**src/rtl/fre_pkg.sv**
```systemverilog
// Shared constants for the frequency meter and the generator-side word path:
// gate-select encodings, Hz multipliers, DDS scaling and Hz saturation.
package fre_pkg;

  typedef enum logic [1:0] {
    GSEL_1S    = 2'd0,
    GSEL_100MS = 2'd1,
    GSEL_10MS  = 2'd2,
    GSEL_RSVD  = 2'd3
  } gate_sel_e;

  localparam logic [6:0] MULT_1S    = 7'd1;
  localparam logic [6:0] MULT_100MS = 7'd10;
  localparam logic [6:0] MULT_10MS  = 7'd100;

  // 2^32 / 125 MHz in Q16
  localparam int unsigned DDS_FW_PER_HZ_Q16 = 32'd2251800;

  localparam logic [23:0] HZ_SAT = 24'hFF_FFFF;

  function automatic logic [6:0] gate_mult(input gate_sel_e sel);
    case (sel)
      GSEL_100MS: gate_mult = MULT_100MS;
      GSEL_10MS:  gate_mult = MULT_10MS;
      default:    gate_mult = MULT_1S;
    endcase
  endfunction

  // Rounded Hz -> DDS word; 48-bit product keeps the full range of a 24-bit Hz value.
  function automatic logic [31:0] hz_to_word(input logic [23:0] hz,
                                             input logic [31:0] fw_q16);
    logic [47:0] prod;
    prod = 48'(hz) * 48'(fw_q16) + 48'h0000_0000_8000;
    hz_to_word = prod[47:16];
  endfunction

endpackage

```
**src/rtl/sig_sync_edge.sv**
```systemverilog
// Two-flop synchronizer followed by a registered rising-edge pulse;
// pin-to-pulse latency is three clocks.
module sig_sync_edge (
  input  logic clk,
  input  logic rst_n,
  input  logic async_in,
  output logic edge_pulse
);

  logic meta;
  logic sync_d1;
  logic sync_d2;

  always_ff @(posedge clk or negedge rst_n) begin
    if (!rst_n) begin
      meta       <= 1'b0;
      sync_d1    <= 1'b0;
      sync_d2    <= 1'b0;
      edge_pulse <= 1'b0;
    end else begin
      meta       <= async_in;
      sync_d1    <= meta;
      sync_d2    <= sync_d1;
      edge_pulse <= sync_d1 & ~sync_d2;
    end
  end

endmodule

```
**src/rtl/fre_meas.sv**
```systemverilog
// Gate-time frequency meter: counts input edges over a clock-timed gate,
// reports saturating Hz and the equivalent DDS frequency control word.
module fre_meas
  import fre_pkg::*;
#(
  parameter int unsigned CLK_FREQ      = 50_000_000,
  parameter int unsigned FW_PER_HZ_Q16 = DDS_FW_PER_HZ_Q16
) (
  input  logic        clk,
  input  logic        rst_n,
  input  logic        en,
  input  logic [1:0]  gate_sel,
  input  logic        sig_in,
  output logic [23:0] fre_oled_out,
  output logic [31:0] fre_word_out,
  output logic        ovf_out,
  output logic        meas_valid,
  output logic        busy
);

  typedef enum logic [1:0] {
    ST_IDLE,
    ST_GATE,
    ST_CALC,
    ST_OUT
  } state_e;

  localparam logic [31:0] LAST_1S    = 32'(CLK_FREQ - 1);
  localparam logic [31:0] LAST_100MS = 32'(CLK_FREQ / 10 - 1);
  localparam logic [31:0] LAST_10MS  = 32'(CLK_FREQ / 100 - 1);

  state_e      state;
  logic        edge_pulse;
  logic [31:0] gate_cnt;
  logic [31:0] gate_last;
  logic [31:0] edge_cnt;
  logic [6:0]  mult_r;

  logic [31:0] nxt_last;
  logic [6:0]  nxt_mult;
  logic [38:0] hz_full;
  logic        hz_ovf;
  logic [23:0] hz_sat;
  logic [31:0] word;

  sig_sync_edge u_sync (
    .clk        (clk),
    .rst_n      (rst_n),
    .async_in   (sig_in),
    .edge_pulse (edge_pulse)
  );

  always_comb begin
    nxt_mult = gate_mult(gate_sel_e'(gate_sel));
    case (gate_sel_e'(gate_sel))
      GSEL_100MS: nxt_last = LAST_100MS;
      GSEL_10MS:  nxt_last = LAST_10MS;
      default:    nxt_last = LAST_1S;
    endcase
  end

  always_comb begin
    hz_full = 39'(edge_cnt) * 39'(mult_r);
    hz_ovf  = |hz_full[38:24];
    hz_sat  = hz_ovf ? HZ_SAT : hz_full[23:0];
    word    = hz_to_word(hz_sat, 32'(FW_PER_HZ_Q16));
  end

  always_ff @(posedge clk or negedge rst_n) begin
    if (!rst_n) begin
      state        <= ST_IDLE;
      gate_cnt     <= '0;
      gate_last    <= '0;
      edge_cnt     <= '0;
      mult_r       <= '0;
      fre_oled_out <= '0;
      fre_word_out <= '0;
      ovf_out      <= 1'b0;
      meas_valid   <= 1'b0;
      busy         <= 1'b0;
    end else begin
      meas_valid <= 1'b0;
      case (state)
        // OUT shares IDLE's start logic so back-to-back gates lose only CALC+OUT.
        ST_IDLE, ST_OUT: begin
          if (en) begin
            state     <= ST_GATE;
            busy      <= 1'b1;
            gate_last <= nxt_last;
            mult_r    <= nxt_mult;
            gate_cnt  <= '0;
            edge_cnt  <= '0;
          end else begin
            state <= ST_IDLE;
            busy  <= 1'b0;
          end
        end
        ST_GATE: begin
          if (!en) begin
            state <= ST_IDLE;
            busy  <= 1'b0;
          end else begin
            if (edge_pulse && (edge_cnt != '1)) begin
              edge_cnt <= edge_cnt + 32'd1;
            end
            if (gate_cnt == gate_last) begin
              state <= ST_CALC;
              busy  <= 1'b0;
            end else begin
              gate_cnt <= gate_cnt + 32'd1;
            end
          end
        end
        ST_CALC: begin
          fre_oled_out <= hz_sat;
          fre_word_out <= word;
          ovf_out      <= hz_ovf;
          meas_valid   <= 1'b1;
          state        <= ST_OUT;
        end
        default: begin
          state <= ST_IDLE;
          busy  <= 1'b0;
        end
      endcase
    end
  end

endmodule

```
**config.mk**
```make
export PLATFORM = sky130hd
export DESIGN_NAME = fre_meas
export DESIGN_NICKNAME = d
export VERILOG_FILES = /design/src/rtl/fre_pkg.sv /design/src/rtl/sig_sync_edge.sv /design/src/rtl/fre_meas.sv
export SDC_FILE = /design/constraint.sdc
export NUM_CORES = 1
export LEC_CHECK = 0
export CORE_ASPECT_RATIO = 0.9
export CORE_MARGIN = 5
export CORE_UTILIZATION = 60
export CTS_BUF_LIST = sky130_fd_sc_hd__clkbuf_8
export DETAILED_ROUTE_END_ITERATION = 8
export GPL_TIMING_DRIVEN = 0
export PLACE_DENSITY = 0.87
export SETUP_SLACK_MARGIN = 0.5
export SLEW_MARGIN = 20
export SYNTH_ARGS = -nofsm -noshare
export SYNTH_HDL_FRONTEND = slang
export SYNTH_SLANG_ARGS = --single-unit
```
**constraint.sdc**
```tcl
create_clock -name clk -period 16.4 [get_ports clk]
set_clock_uncertainty 0.1 [all_clocks]
set_input_delay 3.28 -clock clk [delete_from_list [all_inputs] [get_ports clk]]
set_output_delay 3.28 -clock clk [all_outputs]
set_load 0.05 [all_outputs]
```
==> metrics.log, run 1 <==
INFO  metric outcome = finished, final reports clean
INFO  metric post_layout_util = about two thirds
INFO  metric worst-slew-pin-transition = approximately 0.94 ns
INFO  metric place.port_buffers = 62
INFO  metric post_cts_repair_setup_buffers = 0
INFO  metric fin_setup_tns = 0 ns
INFO  metric core-area = 34800 um2
INFO  metric clock-sinks = 135
INFO  metric critical_path_data_arrival_time = 15.38 ns
INFO  metric critical_path.slowest_cell = fa_1
INFO  metric drt.antenna.violating_nets = 0
INFO  metric route.detailed.wl_per_inst = roughly 19 um
INFO  metric floorplan.die_area = 38900 um2
INFO  metric row_count = 65
INFO  metric ioPinCount = 65
INFO  metric max-vdd-ir-drop = 0.0000600 V
INFO  metric synth_most_common_cell = inv_1
INFO  metric detailed_route_drc_error_count = 0
INFO  metric routed_via_density = 5.98
INFO  metric drt_first_iter_violations = 1491
INFO  metric vias_in_the_first_global_route = ~19000
INFO  metric rd_place_congestion = 0.966
INFO  metric setup_viol = 0
INFO  metric max_cap_violations = 0
INFO  metric grt_setup_unrepaired = no
INFO  metric post_route_cells_drive_above_1_share = under 10%
INFO  metric overflow_left_after_global_routing = 0
INFO  metric layout.nets = 3043
INFO  metric crit_path_frequent_cell = fa_1
INFO  metric top_layer_in_use = met4
INFO  metric vias = 18100
INFO  metric synth-edff-count = 0
INFO  metric cp-end-kind = flip-flop
INFO  metric yosys_most_used_dff = dfrtp_1
INFO  metric floorplan.initialDensity = 60.4%
INFO  metric routed-wl-met3 = ~4.7 mm
INFO  metric post-route-worst-setup-slack = 1.33 ns
INFO  metric ys.warnings.count = 0
INFO  metric die_w = 207 um
INFO  metric grt_pass1_wl = 96.7 mm
INFO  metric htreeDepth = 4
INFO  metric cells_after_synthesis = ~2500
INFO  metric cts_resized = 0
INFO  metric ys_async_sr_fraction = 100%
INFO  metric dieHeight = 188 um
INFO  metric cts_max_path_buffers = 2
INFO  metric ctsRootBufferMaster = clkbuf_8
INFO  metric post_cts_hold_buffer_count = 0
INFO  metric wl_met1 = ~25 mm
INFO  metric worstRegToRegCells = 43
INFO  metric syn_nets = ~3000
INFO  metric finalInstanceArea = 22700 um2
INFO  metric area_growth = 7.85%
INFO  metric criticalPathCategory = flip-flop to flip-flop
INFO  metric postSynthAreaPerCell = 8.52 um2
INFO  metric met2RoutedLength = between 20 and 30 mm
INFO  metric netlist.area_leader.share = 20.5%
INFO  metric clock_insertion_delay_worst_skew = around 0.5 ns
INFO  metric cts-buffers-inserted = 17
INFO  metric dp_hpwl = 47.8 mm
INFO  metric drt-pass1-iter-count = 6
INFO  metric cp.required = 16.71 ns
INFO  metric tritoncts = yes
INFO  metric slew_violations = 0
INFO  metric grt_max_degree = 81
INFO  metric synthDominantAreaCellType = fa_1
INFO  metric syn-cell-area = 21000 um2
INFO  metric placed_area = 22300 um2
INFO  metric antenna_found_initial = 0
INFO  metric gr-usage-all-layers = between 30% and 40%
INFO  metric path_clk_slew = 0.09 ns
INFO  metric timing.hold.worst.class = flip-flop to flip-flop
INFO  metric synth.cells.most_frequent = inv_1 (386), ha_1 (272), fa_1 (215)
INFO  metric antenna_cells_inserted = 0
INFO  metric yosysSeqAreaShare = 16.1%
INFO  metric cp_slowest_stage_delay = 0.73 ns
INFO  metric post_synth_num_cell_types = 76
INFO  metric slew_headroom = between 30% and 40%
INFO  metric worst-path-max-fanout = 10
INFO  metric ys_ff_latch = between 100 and 150
INFO  metric min_path_cells = 0
INFO  metric min_period_over_period = 91.9%
INFO  metric synth_area_leaders = fa_1 (20%), ha_1 (16%), dfrtp_1 (16%)
INFO  metric min_period = 15.07 ns
INFO  metric power_density = about 35 nW/um2
INFO  metric start_kind = flip-flop
INFO  metric final_wl = 57.7 mm
INFO  metric dpl_worst_slack = 1.69 ns
INFO  metric maxClockFrequency = about 66 MHz
INFO  metric hold_viol = 0
INFO  metric p_leak = ~12 nW
[report_power, final]
group	internal, mW	switching (mW)	total, mW
registers	0.339	0.00811	0.347
clock network	0.132	0.156	0.288
logic	0.0507	0.118	0.168
[layer usage]
| metal | global-route usage, % | up-vias |
|---|---|---|
| met3 | 5.89 | 135 |
| met4 | 9.59 | 0 |
| met1 | 41.9 | 8839 |
| li1 | - | 8406 |
| met2 | 48.3 | 760 |
| met5 | 0 | - |
[path summary, 6_finish.rpt]
path | from | slack [ns] | endpoint
min reg2reg | u_sync.meta | 0.25 | u_sync.sync_d1
max reg2reg | mult_r[5] | 1.33 | fre_word_out[25]
max in group asynchronous | rst_n | 12.81 | fre_oled_out[22]
min | u_sync.meta | 0.25 | u_sync.sync_d1
max | mult_r[5] | 1.33 | fre_word_out[25]
min in group asynchronous | rst_n | 2.58 | gate_cnt[22]
[sequential cells by signal (all words and copies together), names as in the netlist]
| name | cells |
|---|---|
| busy | 1 |
| edge_cnt | 32 |
| fre_oled_out | 24 |
| fre_word_out | 31 |
| gate_cnt | 32 |
| gate_last | 4 |
| meas_valid | 1 |
| mult_r | 3 |
| ovf_out | 1 |
| state | 2 |
| u_sync.edge_pulse | 1 |
| u_sync.meta | 1 |
| u_sync.sync_d1 | 1 |
| u_sync.sync_d2 | 1 |
[cells by family (layout without fill, tap and decap cells)]
group	Yosys count	in the layout	share of synthesized area, %
AND/OR/NAND/NOR	748	748	17.8
buffers and inverters	504	599	9.10
multiplexers	10	10	0.512
adder cells (fa/ha/maj)	488	488	36.7
XOR/XNOR	158	158	6.58
flip-flops	135	135	16.1
AO/OA/AOI/OAI	424	424	13.2
other	1	1	0.0178
[layout make-up]
| cell class | instances | area (um2) |
|---|---|---|
| multi-input combinational | 1829 | 15700 |
| fill | 2875 | 12100 |
| sequential | 135 | 3380 |
| inverter | 386 | 1450 |
| timing repair buffer | 63 | 653 |
| tap | 469 | 587 |
| buffer | 118 | 463 |
| clock buffer | 19 | 262 |
| clock inverter | 13 | 134 |
[through the flow]
stage / power [mW] / hold slack, ns / cells
finish: 0.804 / 0.255 / 3032
global route: 0.844 / 0.286 / 3032
CTS: 0.805 / 0.256 / 3032
detailed placement: 0.517 / 0.237 / 3000
global placement: 0.508 / 0.235 / 2999
floorplan: 0.456 / 0.231 / 2468
[placed cells by master, fill, tap and decap left out, types with 61 or more instances in the layout]
cell	netlist	layout
nand2_1	175	175
nor2_1	184	184
nand3_1	84	84
a21oi_1	130	130
clkbuf_1	106	106
xor2_1	104	104
dfrtp_1	135	135
fa_1	215	215
o21ai_0	71	71
clkdlybuf4s50_1	0	61
ha_1	272	272
and2_1	70	70
inv_1	386	387
[worst max-delay path, delay by kind of cell (launching register included)]
family          cells  cell delay (ns)
compound gates      9             2.88
fa+ha+maj          12             5.29
buf+inv            12             2.42
simple gates       10             3.76
flops               1             0.51
Power figures use the tool's default switching activity.
==> inputs of run 2 (changes only) <==
--- a/config.mk
+++ b/config.mk
@@ -13,7 +13,6 @@
 export GPL_TIMING_DRIVEN = 0
 export PLACE_DENSITY = 0.87
 export SETUP_SLACK_MARGIN = 0.5
-export SLEW_MARGIN = 20
 export SYNTH_ARGS = -nofsm -noshare
 export SYNTH_HDL_FRONTEND = slang
 export SYNTH_SLANG_ARGS = --single-unit
==> run 2 against run 1 <==
Against the previous run: final cell count did not move; total power decreased by 2.9%; critical path depth unchanged; sequential share of layout area about the same; clock-buffer cell count decreased by 1; sequential power about the same; global-route usage barely moved; combinational power hardly changed.
==> metrics.log, run 2 (same netlist as run 1, synthesis figures left out) <==
INFO  metric p_leak = 12.2 nW (-0.17%)
INFO  metric rd_place_congestion = 0.966 (unchanged)
INFO  metric cp-end-kind = flip-flop
INFO  metric reg2reg_to = fre_word_out[25]
INFO  metric die_w = 207 um (unchanged)
INFO  metric drt_first_iter_violations = 1458 (-2.2%)
INFO  metric routed-wl-met3 = 4.85 mm (+3.3%)
INFO  metric finalHoldWorstSlack = 0.253 ns (-0.00184 ns)
INFO  metric drt.antenna.violating_nets = 0 (unchanged)
INFO  metric routed_via_density = 5.97 (-0.14%)
INFO  metric setup.reg_to_reg.worst_slack = 1.32 ns (about the same)
INFO  metric floorplan.die_area = 38900 um2 (unchanged)
INFO  metric clock_insertion_delay_worst_skew = 0.51 ns (about the same)
INFO  metric post_cts_repair_setup_buffers = 0 (unchanged)
INFO  metric cts-buffers-inserted = 17 (unchanged)
INFO  metric cts_resized = 0 (unchanged)
INFO  metric fin_setup_tns = 0 ns (unchanged)
INFO  metric crit_path_frequent_cell = fa_1
INFO  metric grt_max_degree = 81 (unchanged)
INFO  metric place.port_buffers = 62 (unchanged)
INFO  metric cp.required = 16.72 ns (about the same)
INFO  metric wl_met1 = 25.1 mm (-1.1%)
INFO  metric start_kind = flip-flop
INFO  metric timing.hold.worst.class = flip-flop to flip-flop
INFO  metric vias_in_the_first_global_route = 18900 (-0.97%)
INFO  metric worst_r2r_startpoint = mult_r[5]
INFO  metric met2RoutedLength = 25.8 mm (-0.26%)
INFO  metric post_layout_util = 65.0% (-0.11 points)
INFO  metric final_wl = 57.6 mm (-0.17%)
INFO  metric tritoncts = yes
INFO  metric critical_path_data_arrival_time = 15.39 ns (about the same)
INFO  metric gr-usage-all-layers = 30.2% (about the same)
INFO  metric post_route_cells_drive_above_1_share = 2.73% (unchanged)
INFO  metric outcome = finished, final reports clean
INFO  metric maxClockFrequency = 66.3 MHz (about the same)
INFO  metric antenna_cells_inserted = 0 (unchanged)
INFO  metric grt_pass1_wl = 96.3 mm (-0.38%)
INFO  metric grt_setup_unrepaired = no
INFO  metric finalNonFillerCells = 3032 (unchanged)
INFO  metric worst-path-max-fanout = 10 (unchanged)
INFO  metric path_clk_slew = 0.09 ns (about the same)
INFO  metric core-area = 34800 um2 (unchanged)
INFO  metric slew_violations = 0 (unchanged)
INFO  metric criticalPathCategory = flip-flop to flip-flop
INFO  metric antenna_found_initial = 0 (unchanged)
INFO  metric power_density = 34.5 nW/um2 (-2.8%)
INFO  metric floorplan.initialDensity = 60.4% (unchanged)
INFO  metric max-vdd-ir-drop = 0.0000665 V (+11%)
INFO  metric min_path_cells = 0 (unchanged)
INFO  metric ioPinCount = 65 (unchanged)
INFO  metric htreeDepth = 4 (unchanged)
INFO  metric cp_slowest_stage_delay = 0.73 ns (about the same)
INFO  metric dieHeight = 188 um (unchanged)
INFO  metric setup_viol = 0 (unchanged)
INFO  metric dp_hpwl = 47.8 mm (about the same)
INFO  metric post-layout-total-power = 780 uW (-2.9%)
INFO  metric area_growth = 7.67%
INFO  metric worst-slew-pin-transition = 0.957 ns (+0.0204 ns)
INFO  metric post_cts_hold_buffer_count = 0 (unchanged)
INFO  metric min_period = 15.08 ns (+0.00871 ns)
INFO  metric largestRegisters = edge_cnt x32, gate_cnt x32, fre_word_out x31
INFO  metric critical_path.slowest_cell = fa_1
INFO  metric min_delay_worst_endpoint = u_sync.sync_d1
INFO  metric clock-sinks = 135 (unchanged)
INFO  metric min_period_over_period = 91.9% (about the same)
INFO  metric layout.nets = 3044 (+0.033%)
INFO  metric cts_max_path_buffers = 2 (unchanged)
INFO  metric slew_headroom = 35.6% (-1.4 points)
INFO  metric detailed_route_drc_error_count = 0 (unchanged)
INFO  metric worstRegToRegCells = 43 (unchanged)
INFO  metric vias = 18100 (-0.14%)
INFO  metric hold_path_startpoint = u_sync.meta
INFO  metric row_count = 65 (unchanged)
INFO  metric route.detailed.wl_per_inst = 19.0 um (-0.17%)
INFO  metric mostFrequentLayoutCells = inv_1 (386), ha_1 (272), fa_1 (215)
INFO  metric dp.cells = 3001 (+0.033%)
INFO  metric hold_viol = 0 (unchanged)
INFO  metric overflow_left_after_global_routing = 0 (unchanged)
INFO  metric mostFrequentLayoutCell = inv_1
INFO  metric max_cap_violations = 0 (unchanged)
INFO  metric drt-pass1-iter-count = 6 (unchanged)
INFO  metric top_layer_in_use = met4
INFO  metric ctsRootBufferMaster = clkbuf_8
-- run 2: how the worst max path moves through the flow --
stage	from	slack [ns]	cells after the start	to
floorplan	mult_r[3]	3.88	43	fre_word_out[29]
global placement	mult_r[3]	1.88	45	fre_word_out[25]
detailed placement	mult_r[5]	1.63	44	fre_word_out[29]
CTS	mult_r[5]	1.56	43	fre_word_out[25]
global route	mult_r[5]	0.57	43	fre_word_out[25]
finish	mult_r[5]	1.32	43	fre_word_out[25]
-- run 2: stage by stage --
| stage | worst slack [ns] | instance area [um2] |
|---|---|---|
| after global placement | 1.88 | 22200 |
| after floorplan | 3.88 | 21000 |
| after detailed placement | 1.63 | 22300 |
| after CTS | 1.56 | 22600 |
| final | 1.32 | 22600 |
| after global routing | 0.571 | 22600 |
-- run 2: power by group --
group	switching (mW)	internal [mW]
combinational	0.116	0.0505
clock	0.155	0.112
sequential	0.00787	0.339
total	0.279	0.501
-- run 2: critical path: cells and delay by family, from the launching register on --
family / cells / cell delay, ns
AOI/OAI and AO/OA: 9 / 2.87
buffers and inverters: 12 / 2.39
and+or+nand+nor: 10 / 3.79
adders and majority gates: 12 / 5.30
DFF: 1 / 0.52
-- run 2: layer usage --
metal  up-vias  GRT usage, %
met5         -             0
met4         0          9.99
met3       141          6.47
met2       753          48.2
met1      8816          41.4
li1       8405             -
-- run 2: area by class of cell --
cell class,count,area (um2)
clock buffers,18,248
multi-input cells,1829,15700
clock inverters,13,114
well taps,469,587
repair buffers,64,654
plain buffers,118,463
fillers,2952,12200
inverters,386,1450
flip-flops and latches,135,3380
==> inputs of run 3 (changes only) <==
==> constraint.sdc (replaced) <==
create_clock -name clk -period 15.9 [get_ports clk]
set_clock_uncertainty 0.1 [all_clocks]
set_input_delay 3.18 -clock clk [delete_from_list [all_inputs] [get_ports clk]]
set_output_delay 3.18 -clock clk [all_outputs]
set_load 0.05 [all_outputs]
==> run 3 against run 2 <==
Against the previous run: sequential power increased by 3%; global-route usage is the same; final cell count is the same; register-to-register slack worse by 0.15 ns; first-iteration DRC count fell by 4.1%; worst setup slack lost 0.15 ns; critical path depth fell by 2; sequential share of layout area is essentially flat; final area increased by 0.17%; largest cell class unchanged; largest power group unchanged; highest routed layer unchanged.
==> metrics.log, run 3 (same netlist as run 1, synthesis figures left out) <==
INFO  metric cts-buffers-inserted = 17 (unchanged)
INFO  metric slew_violations = 0 (unchanged)
INFO  metric min_period = 14.73 ns (-0.351 ns)
INFO  metric drt_first_iter_violations = 1398 (-4.1%)
INFO  metric outcome = finished, final reports clean
INFO  metric dieHeight = 188 um (unchanged)
INFO  metric power_density = 35.6 nW/um2 (+3.2%)
INFO  metric reg2reg_to = fre_word_out[29]
INFO  metric worst-path-max-fanout = 10 (unchanged)
INFO  metric row_count = 65 (unchanged)
INFO  metric timing.hold.worst.class = flip-flop to flip-flop
INFO  metric overflow_left_after_global_routing = 0 (unchanged)
INFO  metric post_route_cells_drive_above_1_share = 3.24% (+0.51 points)
INFO  metric crit_path_frequent_cell = fa_1
INFO  metric fin_setup_tns = 0 ns (unchanged)
INFO  metric hold_path_startpoint = u_sync.meta
INFO  metric worstRegToRegCells = 41 (-4.7%)
INFO  metric cts_max_path_buffers = 2 (unchanged)
INFO  metric clock_insertion_delay_worst_skew = 0.51 ns (about the same)
INFO  metric largestRegisters = edge_cnt x32, gate_cnt x32, fre_word_out x31
INFO  metric min_path_cells = 0 (unchanged)
INFO  metric clock-sinks = 135 (unchanged)
INFO  metric dp_hpwl = 47.8 mm (unchanged)
INFO  metric antenna_found_initial = 0 (unchanged)
INFO  metric vias_in_the_first_global_route = 18900 (unchanged)
INFO  metric cp_top_family = adder cells
INFO  metric worst_r2r_startpoint = mult_r[3]
INFO  metric critical_path_data_arrival_time = 15.01 ns (-0.38 ns)
INFO  metric vias = 18000 (-0.85%)
INFO  metric min_period_over_period = 92.6% (+0.68 points)
INFO  metric cp_slowest_stage_delay = 0.73 ns (about the same)
INFO  metric place.port_buffers = 62 (unchanged)
INFO  metric floorplan.initialDensity = 60.4% (unchanged)
INFO  metric timing.critical_path.buf_inv = 10 (-2)
INFO  metric core-area = 34800 um2 (unchanged)
INFO  metric p_leak = 12.3 nW (+0.38%)
INFO  metric tritoncts = yes
INFO  metric setup.reg_to_reg.worst_slack = 1.17 ns (-0.15 ns)
INFO  metric area_growth = 7.85%
INFO  metric criticalPathCategory = flip-flop to flip-flop
INFO  metric htreeDepth = 4 (unchanged)
INFO  metric grt_setup_unrepaired = no
INFO  metric ctsRootBufferMaster = clkbuf_8
INFO  metric hold_viol = 0 (unchanged)
INFO  metric maxClockFrequency = 67.9 MHz (+2.4%)
INFO  metric route.detailed.wl_per_inst = 19.0 um (+0.22%)
INFO  metric mostFrequentLayoutCell = inv_1
INFO  metric start_kind = flip-flop
INFO  metric grt_pass1_wl = 96.3 mm (unchanged)
INFO  metric max-vdd-ir-drop = 0.0000686 V (+3.2%)
INFO  metric routed_via_density = 5.92 (-0.85%)
INFO  metric layout.nets = 3044 (unchanged)
INFO  metric cp.required = 16.19 ns (-0.53 ns)
INFO  metric post_cts_hold_buffer_count = 0 (unchanged)
INFO  metric cp-end-kind = flip-flop
INFO  metric setup_viol = 0 (unchanged)
INFO  metric drt.antenna.violating_nets = 0 (unchanged)
INFO  metric floorplan.die_area = 38900 um2 (unchanged)
INFO  metric post_layout_util = 65.1% (+0.11 points)
INFO  metric slew_headroom = 35.4% (-0.25 points)
INFO  metric rd_place_congestion = 0.966 (unchanged)
INFO  metric max_cap_violations = 0 (unchanged)
INFO  metric antenna_cells_inserted = 0 (unchanged)
INFO  metric die_w = 207 um (unchanged)
INFO  metric mostFrequentLayoutCells = inv_1 (386), ha_1 (272), fa_1 (215)
INFO  metric detailed_route_drc_error_count = 0 (unchanged)
INFO  metric min_delay_worst_endpoint = u_sync.sync_d1
INFO  metric path_clk_slew = 0.09 ns (about the same)
INFO  metric grt_max_degree = 81 (unchanged)
INFO  metric worst-slew-pin-transition = 0.961 ns (+0.00371 ns)
INFO  metric ioPinCount = 65 (unchanged)
INFO  metric gr-usage-all-layers = 30.2% (unchanged)
INFO  metric final_wl = 57.7 mm (+0.22%)
INFO  metric critical_path.slowest_cell = fa_1
INFO  metric drt-pass1-iter-count = 6 (unchanged)
-- run 3: cell counts in the layout (fill, tap and decap cells not counted) --
Identical to the previous run, type by type.
-- run 3: worst max path at each step --
stage                         start                to  slack (ns)  depth (start not counted)
after floorplan           mult_r[3]  fre_word_out[29]        3.38                         43
after global placement    mult_r[3]  fre_word_out[25]        1.38                         45
after detailed placement  mult_r[5]  fre_word_out[29]        1.13                         44
after CTS                 mult_r[5]  fre_word_out[25]        1.06                         43
after global routing      mult_r[3]  fre_word_out[25]        0.52                         43
final                     mult_r[3]  fre_word_out[29]        1.17                         41
-- run 3: final cells by class --
cell class,count,area [um2]
inverter,386,1450
multi-input combinational,1829,15800
clock inverter,13,114
buffer,118,473
fill,2950,12100
sequential,135,3380
clock buffer,18,248
timing repair buffer,64,654
tap,469,587
-- run 3: power breakdown --
part / internal (mW) / switching [mW] / total, mW
clock: 0.116 / 0.160 / 0.276
combinational: 0.0530 / 0.120 / 0.173
sequential: 0.349 / 0.00815 / 0.357
total: 0.518 / 0.288 / 0.806
-- run 3: worst reg2reg max path: cells and delay by family (launching register included) --
family          cells  cell delay, ns
flops               1            0.35
simple gates        7            2.84
fa+ha+maj          12            5.36
buf+inv            10            2.25
compound gates     12            3.72
-- run 3: repair_timing --
action,CTS,global route
buffers inserted,0,0
resized for setup,0,21
setup endpoints to repair,0,5
-- run 3: through the flow --
stage	instances	hold WS [ns]	power, mW	setup WS [ns]	area (um2)
after floorplan	2468	0.231	0.470	3.38	21000
final	3032	0.253	0.806	1.17	22700
after detailed placement	3001	0.237	0.532	1.13	22300
after global routing	3032	0.268	0.850	0.516	22700
after global placement	2999	0.235	0.524	1.38	22200
after CTS	3032	0.255	0.808	1.06	22600
-- run 3: routing by layer --
| layer | share of wire [%] | wire length (um) | global-route usage [%] | vias to the layer above |
|---|---|---|---|---|
| li1 | - | - | - | 8419 |
| met1 | 44 | 25500 | 41.4 | 8764 |
| met2 | 45 | 25900 | 48.2 | 654 |
| met3 | 8.0 | 4630 | 6.47 | 124 |
| met4 | 3.0 | 1740 | 9.99 | 0 |
| met5 | 0 | 0 | 0 | - |
